--- config.mk ---
export PLATFORM = sky130hd
export DESIGN_NAME = corr_scan_ctrl_flat
export DESIGN_NICKNAME = d
export VERILOG_FILES = /design/src/rtl/corr_scan_if.sv /design/src/rtl/corr_scan_ctrl.sv /design/src/flat_wrapper.sv
export SDC_FILE = /design/constraint.sdc
export NUM_CORES = 1
export LEC_CHECK = 0
export CAP_MARGIN = 0
export CORE_MARGIN = 1
export CORE_UTILIZATION = 46
export DETAILED_ROUTE_END_ITERATION = 16
export GPL_ROUTABILITY_DRIVEN = 0
export PLACE_DENSITY_LB_ADDON = 0.1
export SYNTH_ARGS = -nofsm -noshare
export SYNTH_HDL_FRONTEND = slang
export SYNTH_SLANG_ARGS = --single-unit
--- constraint.sdc ---
create_clock -name clk -period 2.4 [get_ports clk]
set_input_delay 0.48 -clock clk [delete_from_list [all_inputs] [get_ports clk]]
set_output_delay 0.48 -clock clk [all_outputs]
set_load 0.05 [all_outputs]
--- src/rtl/corr_scan_if.sv ---
// Handshake and array-drive bundle between the rectification stage, the
// correlator array and corr_scan_ctrl.
interface corr_scan_if #(
  parameter int COL_W = 10
);
  logic             start;
  logic             in_valid;
  logic             in_ready;
  logic [7:0]       in_l_1;
  logic [7:0]       in_l_2;
  logic [7:0]       in_r_1;
  logic [7:0]       in_r_2;
  logic [7:0]       d_l_1;
  logic [7:0]       d_l_2;
  logic [7:0]       d_r_1;
  logic [7:0]       d_r_2;
  logic             wen;
  logic             res_valid;
  logic [COL_W-1:0] res_col;
  logic             row_done;
  logic             busy;
  logic [15:0]      stall_cnt;

  modport master (
    output start, in_valid, in_l_1, in_l_2, in_r_1, in_r_2,
    input  in_ready, d_l_1, d_l_2, d_r_1, d_r_2, wen, res_valid, res_col,
           row_done, busy, stall_cnt
  );

  modport slave (
    input  start, in_valid, in_l_1, in_l_2, in_r_1, in_r_2,
    output in_ready, d_l_1, d_l_2, d_r_1, d_r_2, wen, res_valid, res_col,
           row_done, busy, stall_cnt
  );
endinterface

--- src/rtl/corr_scan_ctrl.sv ---
// Row-scan sequencer for the stereo correlator array: paces pixel slots,
// drains the shift chain and tags settled results. Optional CORR_SCAN_STALL_CNT_EN.
module corr_scan_ctrl #(
  parameter int ROW_W = 640,
  parameter int DISP  = 21,
  parameter int SLOT  = 4,
  parameter int COL_W = 10
) (
  input  logic        clk,
  input  logic        rst,
  corr_scan_if.slave  bus
);
  // Slot counter must reach ROW_W+2 (pixels plus two drain slots).
  localparam int CW = COL_W + 1;

  typedef enum logic [1:0] {IDLE, ACCEPT, SETTLE, FLUSH} state_t;

  state_t           state_q, state_d;
  logic [3:0]       slot_q, slot_d;
  logic [CW-1:0]    wcnt_q, wcnt_d;
  logic [7:0]       d_l_1_q, d_l_1_d, d_l_2_q, d_l_2_d;
  logic [7:0]       d_r_1_q, d_r_1_d, d_r_2_q, d_r_2_d;
  logic             wen_q, wen_d;
  logic             in_ready_q, in_ready_d;
  logic             res_valid_q, res_valid_d;
  logic [COL_W-1:0] res_col_q, res_col_d;
  logic             row_done_q, row_done_d;
  logic             busy_q, busy_d;

  always_comb begin
    state_d  = state_q;
    slot_d   = slot_q;
    wcnt_d   = wcnt_q;
    d_l_1_d  = d_l_1_q;
    d_l_2_d  = d_l_2_q;
    d_r_1_d  = d_r_1_q;
    d_r_2_d  = d_r_2_q;
    wen_d    = 1'b0;
    // wcnt_q counts the current wen, so slot s carries wcnt_q = s+1 and tags column s-2.
    res_valid_d = wen_q && (wcnt_q >= CW'(DISP + 2));
    res_col_d   = res_valid_d ? COL_W'(wcnt_q - CW'(3)) : res_col_q;
    row_done_d  = wen_q && (wcnt_q == CW'(ROW_W + 2));

    unique case (state_q)
      IDLE: begin
        if (bus.start) begin
          state_d = ACCEPT;
          wcnt_d  = '0;
        end
      end
      ACCEPT: begin
        if (bus.in_valid) begin
          d_l_1_d = bus.in_l_1;
          d_l_2_d = bus.in_l_2;
          d_r_1_d = bus.in_r_1;
          d_r_2_d = bus.in_r_2;
          wen_d   = 1'b1;
          wcnt_d  = wcnt_q + CW'(1);
          slot_d  = 4'(SLOT - 2);
          state_d = SETTLE;
        end
      end
      SETTLE: begin
        // The last drain slot is cut short: the row ends once its result is tagged.
        if (row_done_q) begin
          state_d = IDLE;
        end else if (slot_q == 4'd0) begin
          state_d = (wcnt_q < CW'(ROW_W)) ? ACCEPT : FLUSH;
        end else begin
          slot_d = slot_q - 4'd1;
        end
      end
      FLUSH: begin
        d_l_1_d = 8'd0;
        d_l_2_d = 8'd0;
        d_r_1_d = 8'd0;
        d_r_2_d = 8'd0;
        wen_d   = 1'b1;
        wcnt_d  = wcnt_q + CW'(1);
        slot_d  = 4'(SLOT - 2);
        state_d = SETTLE;
      end
      default: state_d = IDLE;
    endcase

    in_ready_d = (state_d == ACCEPT);
    busy_d     = (state_d != IDLE);
  end

  always_ff @(posedge clk or posedge rst) begin
    if (rst) begin
      state_q     <= IDLE;
      slot_q      <= '0;
      wcnt_q      <= '0;
      d_l_1_q     <= '0;
      d_l_2_q     <= '0;
      d_r_1_q     <= '0;
      d_r_2_q     <= '0;
      wen_q       <= 1'b0;
      in_ready_q  <= 1'b0;
      res_valid_q <= 1'b0;
      res_col_q   <= '0;
      row_done_q  <= 1'b0;
      busy_q      <= 1'b0;
    end else begin
      state_q     <= state_d;
      slot_q      <= slot_d;
      wcnt_q      <= wcnt_d;
      d_l_1_q     <= d_l_1_d;
      d_l_2_q     <= d_l_2_d;
      d_r_1_q     <= d_r_1_d;
      d_r_2_q     <= d_r_2_d;
      wen_q       <= wen_d;
      in_ready_q  <= in_ready_d;
      res_valid_q <= res_valid_d;
      res_col_q   <= res_col_d;
      row_done_q  <= row_done_d;
      busy_q      <= busy_d;
    end
  end

  assign bus.in_ready  = in_ready_q;
  assign bus.d_l_1     = d_l_1_q;
  assign bus.d_l_2     = d_l_2_q;
  assign bus.d_r_1     = d_r_1_q;
  assign bus.d_r_2     = d_r_2_q;
  assign bus.wen       = wen_q;
  assign bus.res_valid = res_valid_q;
  assign bus.res_col   = res_col_q;
  assign bus.row_done  = row_done_q;
  assign bus.busy      = busy_q;

`ifdef CORR_SCAN_STALL_CNT_EN
  logic [15:0] stall_q, stall_d;

  always_comb begin
    stall_d = stall_q;
    if (state_q == IDLE && bus.start) begin
      stall_d = '0;
    end else if (state_q == ACCEPT && !bus.in_valid && stall_q != 16'hFFFF) begin
      stall_d = stall_q + 16'd1;
    end
  end

  always_ff @(posedge clk or posedge rst) begin
    if (rst) begin
      stall_q <= '0;
    end else begin
      stall_q <= stall_d;
    end
  end

  assign bus.stall_cnt = stall_q;
`else
  assign bus.stall_cnt = 16'h0000;
`endif
endmodule

--- src/flat_wrapper.sv ---
// flat-port wrapper written by rule: the top's interface ports become plain ports
module corr_scan_ctrl_flat 
#(
  parameter int ROW_W = 640,
  parameter int DISP  = 21,
  parameter int SLOT  = 4,
  parameter int COL_W = 10
)
  (clk, rst, bus_start, bus_in_valid, bus_in_l_1, bus_in_l_2, bus_in_r_1, bus_in_r_2, bus_in_ready, bus_d_l_1, bus_d_l_2, bus_d_r_1, bus_d_r_2, bus_wen, bus_res_valid, bus_res_col, bus_row_done, bus_busy, bus_stall_cnt);
  corr_scan_if #(.COL_W(COL_W)) bus_i ();
  input  logic clk;
  input  logic rst;
  input wire logic [$bits(bus_i.start)-1:0] bus_start;
  input wire logic [$bits(bus_i.in_valid)-1:0] bus_in_valid;
  input wire logic [$bits(bus_i.in_l_1)-1:0] bus_in_l_1;
  input wire logic [$bits(bus_i.in_l_2)-1:0] bus_in_l_2;
  input wire logic [$bits(bus_i.in_r_1)-1:0] bus_in_r_1;
  input wire logic [$bits(bus_i.in_r_2)-1:0] bus_in_r_2;
  output wire logic [$bits(bus_i.in_ready)-1:0] bus_in_ready;
  output wire logic [$bits(bus_i.d_l_1)-1:0] bus_d_l_1;
  output wire logic [$bits(bus_i.d_l_2)-1:0] bus_d_l_2;
  output wire logic [$bits(bus_i.d_r_1)-1:0] bus_d_r_1;
  output wire logic [$bits(bus_i.d_r_2)-1:0] bus_d_r_2;
  output wire logic [$bits(bus_i.wen)-1:0] bus_wen;
  output wire logic [$bits(bus_i.res_valid)-1:0] bus_res_valid;
  output wire logic [$bits(bus_i.res_col)-1:0] bus_res_col;
  output wire logic [$bits(bus_i.row_done)-1:0] bus_row_done;
  output wire logic [$bits(bus_i.busy)-1:0] bus_busy;
  output wire logic [$bits(bus_i.stall_cnt)-1:0] bus_stall_cnt;
  assign bus_i.start = bus_start;
  assign bus_i.in_valid = bus_in_valid;
  assign bus_i.in_l_1 = bus_in_l_1;
  assign bus_i.in_l_2 = bus_in_l_2;
  assign bus_i.in_r_1 = bus_in_r_1;
  assign bus_i.in_r_2 = bus_in_r_2;
  assign bus_in_ready = bus_i.in_ready;
  assign bus_d_l_1 = bus_i.d_l_1;
  assign bus_d_l_2 = bus_i.d_l_2;
  assign bus_d_r_1 = bus_i.d_r_1;
  assign bus_d_r_2 = bus_i.d_r_2;
  assign bus_wen = bus_i.wen;
  assign bus_res_valid = bus_i.res_valid;
  assign bus_res_col = bus_i.res_col;
  assign bus_row_done = bus_i.row_done;
  assign bus_busy = bus_i.busy;
  assign bus_stall_cnt = bus_i.stall_cnt;
  corr_scan_ctrl #(.ROW_W(ROW_W), .DISP(DISP), .SLOT(SLOT), .COL_W(COL_W)) u_core (.clk(clk), .rst(rst), .bus(bus_i));
endmodule
==> results.py <==
metrics = {
    "status": {
        "outcome": "finished clean",
    },
    "die": {
        "coreArea_um2": 6060,
        "dieArea_um2": 6780,
        "floorplan.initialDensity": 0.490,
        "io_pins": 99,
        "placementRows": 28,
        "die_h_um": 82.3,
        "die_w_um": 82.3,
    },
    "min_path": {
        "hold_class": "primary input to asynchronous set/reset pin",
    },
    "worst_setup_path": {
        "end_kind": "output pin",
        "worst-path-max-fanout": 5,
        "cp.arrival_ns": 1.63,
        "r2r_cells": 5,
        "cp.depth": 1,
        "crit_path_start": "u_core.bus.wen",
        "r2r_start": "u_core.wcnt_q[0]",
        "critPathSlowestCell": "clkdlybuf4s50_1",
        "cp.required_ns": 1.92,
        "cpPeakStageDelay_ns": 0.84,
        "critPathTopFamily": "buffers and inverters",
        "rrSetupSlack_ns": 0.40,
        "path_cells": "clkdlybuf4s50_1",
        "cp-start-kind": "flip-flop",
        "timing.critical_path.buf_inv": 1,
        "worstSetupPathType": "flip-flop to output pin",
    },
    "power_and_ir_drop": {
        "vdd_ir_drop_max_uv": 912,
        "power_density_nw_per_um2": 1420,
        "leakage_nw": 1.74,
    },
    "clock_tree": {
        "tritoncts": "built",
        "cts_resized": 0,
        "ctsHtreeMaxLevel": 3,
        "clk_latency_ns": 0.34,
        "cts.clk_slew.worst_paths_ns": 0.07,
        "cts-root-buf": "clkbuf_8",
        "cts.sink_count": 64,
        "cts_buffers": 9,
        "cts.path.max_buffers": 2,
        "postCtsSetupRepairBufs": 0,
        "ctsHoldBuffers": 0,
    },
    "logic_synthesis": {
        "ys_warn_count": 0,
        "yosys-top-cells-area": "dfrtp_1 (54%), a22o_1 (9.4%), buf_4 (4.3%)",
        "ys_seq_area_frac": 0.539,
        "synth_cells": 249,
        "ys_types": 40,
        "synth_edf_count": 0,
        "synthFlopType": "dfrtp_1",
        "syn_area_um2": 2970,
        "synth_area_leader_cell": "dfrtp_1",
        "synth_seq_cells": 64,
        "synth_top_area_share": 0.539,
        "syn_area_per_cell_um2": 11.9,
        "async_flop_share": 1.00,
    },
    "sta": {
        "finalHoldViolations": 0,
        "finalCriticalPeriod_ns": 2.11,
        "clock.fmax_mhz": 474,
        "min_period_over_period": 0.878,
        "worst_clock_skew_ns": 0.00703,
        "rsz0062_at_grt": "no",
        "drv_slew": 0,
        "finalSetupViolations": 0,
        "slew_headroom": 0.571,
        "tns_ns": 0,
        "tightest_slew_ns": 0.638,
    },
    "finish": {
        "insertedDiodeCount": 0,
        "fin_cells": 408,
        "drive_gt1_frac": 0.114,
        "fin_nets": 369,
        "fin_area_um2": 3950,
        "area_growth_pct": 33.2,
    },
    "placed_design": {
        "io_buffers": 82,
        "placed_cell_area_um2": 3730,
        "dp_hpwl_um": 4300,
        "dp_cells": 393,
    },
    "job": {
        "maxCapViolations": 0,
    },
    "grt": {
        "grt_usage": 0.203,
        "grt_pass1_wl_um": 9960,
        "globalRouteOverflowTotal": 0,
        "antenna_found_initial": 0,
        "grt_max_degree": 33,
        "grt_pass1_vias": 2092,
    },
    "route": {
        "first_pass_iters": 4,
        "routed_wl_um": 6170,
        "drc": 0,
        "vias": 2065,
        "drt_iter0_drc": 96,
        "ant_nets": 0,
        "viasPerCell": 5.06,
        "wire_per_inst_um": 15.1,
    },
}
==> layer usage <==
metal	part of all wire	track usage	up-vias
met1	0.46	0.266	978
met5	0	0	-
met4	0.021	0.112	0
met2	0.43	0.288	73
met3	0.081	0.0747	12
li1	-	-	1002
==> worst paths after layout <==
path                                         endpoint
worst max-delay path                          bus_wen
worst min-delay path                   u_core.bus.wen
worst max register to register  u_core.bus.res_col[2]
worst min register to register  u_core.bus.res_col[4]
max in group asynchronous       u_core.bus.res_col[9]
min in group clk                u_core.bus.res_col[4]
==> sequential cells by signal, summed over array words and instances, names as in the netlist, 2 cells and up <==
register,flops
u_core.state_q,2
u_core.bus.d_l_2,8
u_core.bus.res_col,10
u_core.bus.d_r_2,8
u_core.wcnt_q,11
u_core.slot_q,4
u_core.bus.d_l_1,8
u_core.bus.d_r_1,8
==> report_power, final <==
part,switching [mW],internal (mW)
Clock,0.397,0.635
Combinational,1.82,1.02
Sequential,0.294,1.46
Total,2.51,3.11
==> cell type report <==
| cell class | instances | area [um2] |
|---|---|---|
| Fill cell | 495 | 2110 |
| Sequential cell | 64 | 1600 |
| Multi-Input combinational cell | 156 | 1120 |
| Timing Repair Buffer | 88 | 878 |
| Clock buffer | 12 | 155 |
| Tap cell | 75 | 93.8 |
| Clock inverter | 3 | 65.1 |
| Inverter | 10 | 37.5 |
==> per-stage QoR <==
| step | hold WS [ns] | power, mW | utilization | worst slack [ns] |
|---|---|---|---|---|
| 2_1_floorplan | 0.478 | 3.75 | - | 0.322 |
| 3_3_place_gp | 0.487 | 4.59 | 0.616 | 0.337 |
| 3_5_place_dp | 0.491 | 4.62 | 0.616 | 0.305 |
| 4_1_cts | 0.476 | 5.68 | 0.652 | 0.277 |
| 5_1_grt | 0.502 | 5.93 | 0.652 | 0.187 |
| 6_report | 0.472 | 5.62 | 0.652 | 0.292 |
==> synthesized netlist by cell type, types with 2 or more instances <==
master     instances
clkbuf_1           8
nand2_1           11
o211ai_1           4
nand2b_1           2
nor3_1             7
clkbuf_8           5
dfrtp_1           64
o31ai_1            4
nor3b_1            2
a2111oi_4          2
nor4_1             3
inv_1             10
a21oi_1            3
nor2b_1            3
o21ai_0            6
nor2_1            13
xnor2_1           11
buf_4             17
a22o_1            32
buf_6              2
mux2_2             9
nand3_1            7
xor2_1             4
ha_1               4
==> placed cells by master (no fill, tap or decap), types with 2 or more instances in the layout <==
cell type and n:
o21ai_0 6, nand2b_1 2, nor2_1 13, nor3b_1 2
o31ai_1 4, nor3_1 7, mux2_2 9, nor2b_1 3
o211ai_1 4, xor2_1 4, a21oi_1 3, xnor2_1 11
clkbuf_8 11, conb_1 16, ha_1 4, inv_1 9
nand2_1 11, dfrtp_1 64, bufinv_16 2, buf_4 5
a2111oi_4 2, nand3_1 7, clkdlybuf4s50_1 82, nor4_1 3
a22o_1 32
==> cells by family (layout without fill, tap and decap cells) <==
family / count (synthesis) / after routing / synth area share
buffers and inverters: 44 / 113 / 0.102
AO/OA/AOI/OAI: 57 / 57 / 0.167
XOR/XNOR: 15 / 15 / 0.0442
AND/OR/NAND/NOR: 55 / 55 / 0.0957
flip-flops: 64 / 64 / 0.539
adder cells (fa/ha/maj): 4 / 4 / 0.0169
other: 1 / 16 / 0.00126
multiplexers: 9 / 9 / 0.0341
No activity file was read; power rests on OpenSTA's default activity.
